==> src/rtl/fpga_temp_pkg.sv <==
// Shared types and default thresholds for the FPGA die-temperature monitor.
package fpga_temp_pkg;

  typedef logic [7:0] temp_code_t;

  typedef enum logic [1:0] {
    TS_NORMAL = 2'd0,
    TS_WARN   = 2'd1,
    TS_ALARM  = 2'd2
  } temp_state_e;

  localparam temp_code_t TEMP_WARN_DEF  = 8'd85;
  localparam temp_code_t TEMP_ALARM_DEF = 8'd100;
  localparam temp_code_t TEMP_HYST_DEF  = 8'd5;
  localparam int TEMP_AVG_LOG2_DEF      = 2;
  localparam int TEMP_DEBOUNCE_DEF      = 3;

endpackage

==> src/rtl/temp_moving_avg.sv <==
// Power-of-two moving average over a shift-register window; pulses avg_valid
// the cycle after every accepted sample once the window has filled.
module temp_moving_avg
  import fpga_temp_pkg::*;
#(
  parameter int AVG_LOG2 = TEMP_AVG_LOG2_DEF
) (
  input  logic       clk,
  input  logic       rst,
  input  logic [7:0] sample,
  input  logic       sample_valid,
  output logic [7:0] avg,
  output logic       avg_valid
);

  localparam int N  = 1 << AVG_LOG2;
  localparam int SW = 8 + AVG_LOG2;
  localparam int FW = AVG_LOG2 + 1;

  temp_code_t      window [N];
  logic [SW-1:0]   sum;
  logic [SW-1:0]   sum_next;
  logic [FW-1:0]   fill;

  // The sum always equals the window contents, so the wrap of the
  // intermediate subtraction cancels out and the result never overflows.
  assign sum_next = sum + SW'(sample) - SW'(window[N-1]);

  always_ff @(posedge clk or posedge rst) begin
    if (rst) begin
      for (int i = 0; i < N; i++) window[i] <= '0;
      sum       <= '0;
      fill      <= '0;
      avg       <= '0;
      avg_valid <= 1'b0;
    end else begin
      avg_valid <= 1'b0;
      if (sample_valid) begin
        window[0] <= sample;
        for (int i = 1; i < N; i++) window[i] <= window[i-1];
        sum <= sum_next;
        if (fill != FW'(N)) fill <= fill + 1'b1;
        if (fill >= FW'(N - 1)) begin
          avg       <= sum_next[SW-1:AVG_LOG2];
          avg_valid <= 1'b1;
        end
      end
    end
  end

endmodule

==> src/rtl/fpga_temp_monitor.sv <==
// Die-temperature monitor: moving average, raw min/max peaks, and a
// NORMAL/WARN/ALARM classifier with downward hysteresis and debounce.
module fpga_temp_monitor
  import fpga_temp_pkg::*;
#(
  parameter int         AVG_LOG2 = TEMP_AVG_LOG2_DEF,
  parameter temp_code_t WARN_C   = TEMP_WARN_DEF,
  parameter temp_code_t ALARM_C  = TEMP_ALARM_DEF,
  parameter temp_code_t HYST_C   = TEMP_HYST_DEF,
  parameter int         DEBOUNCE = TEMP_DEBOUNCE_DEF
) (
  input  logic       i_Clk,
  input  logic       i_Rst,
  input  logic [7:0] i_Temperature,
  input  logic       i_Temp_Valid,
  input  logic       i_Clear_Peaks,
  output logic [7:0] o_Avg_Temperature,
  output logic       o_Avg_Valid,
  output logic [7:0] o_Max_Temperature,
  output logic [7:0] o_Min_Temperature,
  output logic [1:0] o_State,
  output logic       o_Warn,
  output logic       o_Alarm
);

  localparam logic [8:0] ALARM_9    = {1'b0, ALARM_C};
  localparam logic [8:0] WARN_9     = {1'b0, WARN_C};
  localparam logic [8:0] ALARM_LO_9 = {1'b0, ALARM_C} - {1'b0, HYST_C};
  localparam logic [8:0] WARN_LO_9  = {1'b0, WARN_C} - {1'b0, HYST_C};
  localparam logic [3:0] DEB_4      = 4'(DEBOUNCE);

  temp_state_e state;
  temp_state_e target;
  temp_state_e cand;
  logic [3:0]  cnt;
  logic [3:0]  cnt_next;
  logic [8:0]  avg_9;

  // i_Temp_Valid is a one-cycle strobe with no back-pressure: a sample is
  // taken in every cycle it is high, including back-to-back cycles.
  temp_moving_avg #(.AVG_LOG2(AVG_LOG2)) u_avg (
    .clk          (i_Clk),
    .rst          (i_Rst),
    .sample       (i_Temperature),
    .sample_valid (i_Temp_Valid),
    .avg          (o_Avg_Temperature),
    .avg_valid    (o_Avg_Valid)
  );

  assign avg_9   = {1'b0, o_Avg_Temperature};
  assign o_State = state;

  always_comb begin
    target = TS_NORMAL;
    if (avg_9 >= ALARM_9)                                          target = TS_ALARM;
    else if (state == TS_ALARM && avg_9 >= ALARM_LO_9)             target = TS_ALARM;
    else if (avg_9 >= WARN_9)                                      target = TS_WARN;
    else if (state inside {TS_WARN, TS_ALARM} && avg_9 >= WARN_LO_9) target = TS_WARN;
  end

  assign cnt_next = (target == cand) ? cnt + 4'd1 : 4'd1;

  always_ff @(posedge i_Clk or posedge i_Rst) begin
    if (i_Rst) begin
      state   <= TS_NORMAL;
      cand    <= TS_NORMAL;
      cnt     <= '0;
      o_Warn  <= 1'b0;
      o_Alarm <= 1'b0;
    end else if (o_Avg_Valid) begin
      if (target == state) begin
        cnt <= '0;
      end else begin
        cand <= target;
        if (cnt_next == DEB_4) begin
          state   <= target;
          o_Warn  <= (target != TS_NORMAL);
          o_Alarm <= (target == TS_ALARM);
          cnt     <= '0;
        end else begin
          cnt <= cnt_next;
        end
      end
    end
  end

  // A clear that coincides with a sample seeds both peaks with that sample.
  always_ff @(posedge i_Clk or posedge i_Rst) begin
    if (i_Rst) begin
      o_Max_Temperature <= 8'd0;
      o_Min_Temperature <= 8'd255;
    end else if (i_Clear_Peaks && i_Temp_Valid) begin
      o_Max_Temperature <= i_Temperature;
      o_Min_Temperature <= i_Temperature;
    end else if (i_Clear_Peaks) begin
      o_Max_Temperature <= 8'd0;
      o_Min_Temperature <= 8'd255;
    end else if (i_Temp_Valid) begin
      if (i_Temperature > o_Max_Temperature) o_Max_Temperature <= i_Temperature;
      if (i_Temperature < o_Min_Temperature) o_Min_Temperature <= i_Temperature;
    end
  end

endmodule

==> config.mk <==
export PLATFORM = sky130hd
export DESIGN_NAME = fpga_temp_monitor
export DESIGN_NICKNAME = d
export VERILOG_FILES = /design/src/rtl/fpga_temp_pkg.sv /design/src/rtl/temp_moving_avg.sv /design/src/rtl/fpga_temp_monitor.sv
export SDC_FILE = /design/constraint.sdc
export NUM_CORES = 1
export LEC_CHECK = 0
export ABC_AREA = 1
export CORE_ASPECT_RATIO = 1.2
export CORE_MARGIN = 2
export CORE_UTILIZATION = 59
export CTS_BUF_LIST = sky130_fd_sc_hd__clkbuf_4
export CTS_CLUSTER_DIAMETER = 120
export DETAILED_ROUTE_END_ITERATION = 10
export PLACE_DENSITY = 0.91
export SYNTH_ARGS = -nofsm -noshare
export SYNTH_HDL_FRONTEND = slang
export SYNTH_SLANG_ARGS = --single-unit
==> constraint.sdc <==
create_clock -name i_Clk -period 6.9 [get_ports i_Clk]
set_input_delay 1.035 -clock i_Clk [delete_from_list [all_inputs] [get_ports i_Clk]]
set_output_delay 1.035 -clock i_Clk [all_outputs]
set_load 0.02 [all_outputs]
# Yosys cells after proc, flatten, opt, wreduce, memory -nomap -nowiden
# Cells that the tools add are included.
# word_totals
register_bits	80
in_bits	12
output_inout_bits	29
wordCells	65
# op_classes
addsub	4
n_lt_le_gt_ge	7
eq_ne	7
n_mux	17
bitwise_logic	1
reduce_logical	14
# op_table
cell	count
$mux 8	8
$ge 8x7->1 const B	4
$mux 4	3
$add 10x8->10	1
$reduce_and 2->1	5
$sub 10x8->10	1
$reduce_bool 3->1	3
$gt 8x8->1	1
$lt 8x8->1	1
$add 4x1->4 const B	1
$eq 2x2->1	2
$eq 2x2->1 const B	2
$eq 4x2->1 const B	1
$mux 1	4
$mux 2	2
$reduce_bool 2->1	2
$add 3x1->3 const B	1
$ge 3x2->1 const B	1
$logic_and 1x1->1	3
$ne 3x3->1 const B	1
$reduce_and 3->1	1
$eq 2x1->1 const B	1
$not 1->1	1

# Longest topological paths before layout
# logic_depth
ltp_word	12
depth_mapped	15
ltp_nobuf	15

# Cells and area by module
# Synthesis repeated with hierarchy kept, for this count alone.
# hier_totals
hier_cells	565
area_unflattened_um2	4565.6
# by_module_without_submodules
module	instances	cells_per_inst	area_per_inst_um2	seq_area_each_um2
temp_moving_avg	1	326	2782.7	1351.3
fpga_temp_monitor	1	239	1783.0	660.6

# Worst setup path after synthesis
# Ideal clock, no wire load.
# synth_timing
kind	input -> register
from	input i_Temperature[1]
to	register u_avg.sum[8]
setup_time_ns	0.134
arrival_ns	2.763
required_time_ns	6.766
slack_ns	4.003
cell_stages	9
path_buffers	0
path_cell_list	inv_1 fa_1 fa_1 o21ai_0 nand4_1 o211ai_1 nand2_1 nand3b_1 o21ai_0
# synth_via
elab_chain_len	2
# synth_rtl
element	line_no	source
start, declared	fpga_temp_monitor.sv:14	input logic [7:0] i_Temperature,
$add 10x8->10	temp_moving_avg.sv:27	assign sum_next = sum + SW'(sample) - SW'(window[N-1]);
$sub 10x8->10	temp_moving_avg.sv:27	
end signal, assigned	temp_moving_avg.sv:41	sum <= sum_next;
end, declared	temp_moving_avg.sv:21	logic [SW-1:0] sum;
# No other way between the ends.
# A chain may end at the register's enable or synchronous reset.

# Worst setup path after layout
# layout_timing
from	input i_Temperature[3]
to	register u_avg.avg[6]
# layout_via
elab_chain_len	2
# layout_rtl
element	line_no	source
$add 10x8->10	temp_moving_avg.sv:27	
$sub 10x8->10	temp_moving_avg.sv:27	
end signal, assigned	temp_moving_avg.sv:44	avg <= sum_next[SW-1:AVG_LOG2];
end, declared	temp_moving_avg.sv:12	output logic [7:0] avg,
# No other way between the ends.

==> results.toml <==
[run_status]
outcome = "complete, no violations"

[cts]
cts.clk_slew.worst_paths_ns = 0.12
cts-resized-gates = 0
post_cts_hold_buffers = 0
cts_root_buf = "sky130_fd_sc_hd__clkbuf_4"
cts_tree = "done"
worstSkewPairLatency_ns = 0.42
numClockSinks = 80
post-cts-setup-buffer-count = 0
buffers_from_clock_root_to_sink_at_most = 2
htree_num_levels = 3
cts_made_buffers = 9

[routing]
drt_iter0_markers = 201
detail_route.vias_per_cell = 5.30
drt.antenna.violating_nets = 0
drt_drc_violations_left = 0
routed-via-count = 3586
wire_per_inst_um = 13.4
drt_pass1_iterations = 4
wirelength_mm = 9.08

[global_route]
gr-usage-all-layers = 0.237
overflow = 0
grt_pass1_vias = 3602
grt_start_max_net_pins = 81
grt_pass1_wl_mm = 16.0
antenna_violations_before_repair = 0

[place]
dp_hpwl_mm = 6.62
dp_worst_setup_slack_ns = 3.16
gp_congestion = 0.923
placed_area_um2 = 4920
place.port_buffers = 40

[sta]
worst_slew_margin_rel = 0.346
final.min_clock_period_ns = 3.36
worst_pin_slew_ns = 0.981
final.period_utilization = 0.486
report.final.setup_viol = 0
finalWorstSetupSlack_ns = 3.54
report.final.hold_viol_count = 0
max_clock_freq_ghz = 0.298
fin_skew_ns = 0.0115
fin_tns_setup_ns = 0
timing_max_transition_violations_final = 0
rsz_0062_raised_after_global_routing = "no"

[finish]
finalInstanceArea_um2 = 5050
most-common-layout-cells = "sky130_fd_sc_hd__nand2_1, sky130_fd_sc_hd__inv_1, sky130_fd_sc_hd__dfrtp_1"
num-nets-final = 631
final_layout_size_suffix_gt1_frac = 0.0802
fin_util = 0.694
mostFrequentLayoutCell = "sky130_fd_sc_hd__nand2_1"
multi_input_comb_area_um2 = 2030
fillers = 548
seqCellArea_um2 = 2010
syn2layout_area_growth_pct = 13.7
diodes = 0

[floorplan]
fp.dieW_um = 83.2
floorplan.die_area_um2 = 8240
initial_utilization = 0.611
placeable_area_um2 = 7270
rows = 34
top_level_ports = 41
overall_die_height_um = 99.1

[synthesis]
post_synth_instance_area_um2 = 4440
mappedNetlistNets = 590
synth-async-reset-ratio = 1.00
seq_area_frac_synth = 0.453
synth.ff_latch_count = 80
synthesis.instances = 540
syn_area_per_cell_um2 = 8.23
number_of_enable_flip_flop_cells_after_synthesis = 0
number_of_synthesis_warnings = 0
synth_cell_types = 36
synthFlopType = "sky130_fd_sc_hd__dfrtp_1"

[power_and_ir_drop]
vdd_ir_drop_max_mv = 0.268
cellLeakagePower_nw = 2.67
pwr_density_cell_nw_per_um2 = 417
total_power_mw = 2.11

[worst_hold_path]
worstHoldPathType = "reg2reg"
min_delay_worst_endpoint = "o_Warn$_DFFE_PP0P_"
min_path_cells = 2
hold_start = "o_Warn$_DFFE_PP0P_"

[critical_path]
reg2reg_from = "u_avg.window[0]$_DFFE_PP0P_"
critical_path.slowest_cell = "sky130_fd_sc_hd__clkdlybuf4s50_1"
cp-startpoint = "i_Temperature[3]"
worstPathCellList = "clkdlybuf4s50_1 > inv_1 > fa_1 > inv_1 > ha_1 > a21oi_1 > o21ai_0 > nand4_1 > o211ai_1 > nor2_1 > nand3b_1 > o21ai_0"
crit_arrival_ns = 3.63
worstReg2RegEnd = "u_avg.avg[6]$_DFFE_PP0P_"
crit_cells = 12
setup.worst_path.class = "in2reg"
worstPathBufferInverterCount = 3
worstSetupStartpointType = "primary input"
worstRegToRegCells = 11
path_delay_family = "adder cells"
critical_path.endpoint_type = "flop"
cp.required_ns = 7.17
cp_slowest_stage_delay_ns = 0.60
critical_path_peak_fanout = 5
setup.reg_to_reg.worst_slack_ns = 4.43

[flow_run]
drv_cap = 0
-- Yosys cell counts (all sizes together), types with 2 or more instances --
cell type  instances  area [um2]
nand2            170         681
inv               94         355
dfrtp             72        1800
o21ai             48         244
ha                30         375
a21oi             28         155
nand3             23         120
nor2              22        90.1
clkbuf            10        37.5
dfstp              8         210
fa                 8         160
xor2               7        61.3
nand4              4        31.3
a21o               2        15.0
buf                2        12.5
nand3b             2        15.0
o211ai             2        15.0
xnor2              2        17.5
-- tightest hold or removal path: stages (launching register included) --
cell	delay, ns
sky130_fd_sc_hd__dfrtp_1	0.37
sky130_fd_sc_hd__nand2_1	0.05
sky130_fd_sc_hd__nand2_1	0.04
-- per-layer routing --
metal  track usage  wire length, um
met5             0                0
met2         0.411             4700
met1         0.289             3720
met3        0.0335              378
met4         0.120              269
-- registers in the layout, indices dropped and copies added (netlist names) --
| name | count |
|---|---|
| o_Alarm | 1 |
| u_avg.fill | 3 |
| u_avg.avg_valid | 1 |
| o_Warn | 1 |
| u_avg.window | 32 |
| cand | 2 |
| o_Max_Temperature | 8 |
| o_Min_Temperature | 8 |
| cnt | 4 |
| u_avg.sum | 10 |
| u_avg.avg | 8 |
| o_State | 2 |
-- through the flow --
stage          hold slack [ns]  std cells
6_report                 0.486        676
3_5_place_dp             0.459        660
3_3_place_gp             0.454        660
4_1_cts                  0.487        676
2_1_floorplan            0.442        540
5_1_grt                  0.513        676
-- power by group --
group | switching, mW | internal, mW
logic | 0.694 | 0.441
clock network | 0.162 | 0.107
registers | 0.0983 | 0.606
-- worst max-delay path by stage --
stage                                          end  slack, ns
after floorplan                cand[0]$_DFFE_PP0P_       3.83
after global placement    u_avg.avg[5]$_DFFE_PP0P_       3.25
after detailed placement  u_avg.avg[5]$_DFFE_PP0P_       3.16
after CTS                 u_avg.avg[5]$_DFFE_PP0P_       3.61
after global routing      u_avg.avg[6]$_DFFE_PP0P_       3.35
final                     u_avg.avg[6]$_DFFE_PP0P_       3.54
-- area by class of cell --
class / instances / share of cell area
inverter: 94 / 0.0703
clock buffer: 9 / 0.0134
tap: 90 / 0.0223
multi-input combinational: 354 / 0.401
timing repair buffer: 42 / 0.0822
sequential: 80 / 0.398
clock inverter: 7 / 0.0124
-- cell families (layout without fill, tap and decap cells) --
group,after synthesis,after routing,share of synthesized area
AND/OR/NAND/NOR,224,224,0.215
buffers and inverters,106,152,0.0912
AO/OA/AOI/OAI,83,83,0.103
flip-flops,80,80,0.453
adder cells (fa/ha/maj),38,38,0.121
XOR/XNOR,9,9,0.0177
Power figures use the tool's default switching activity.
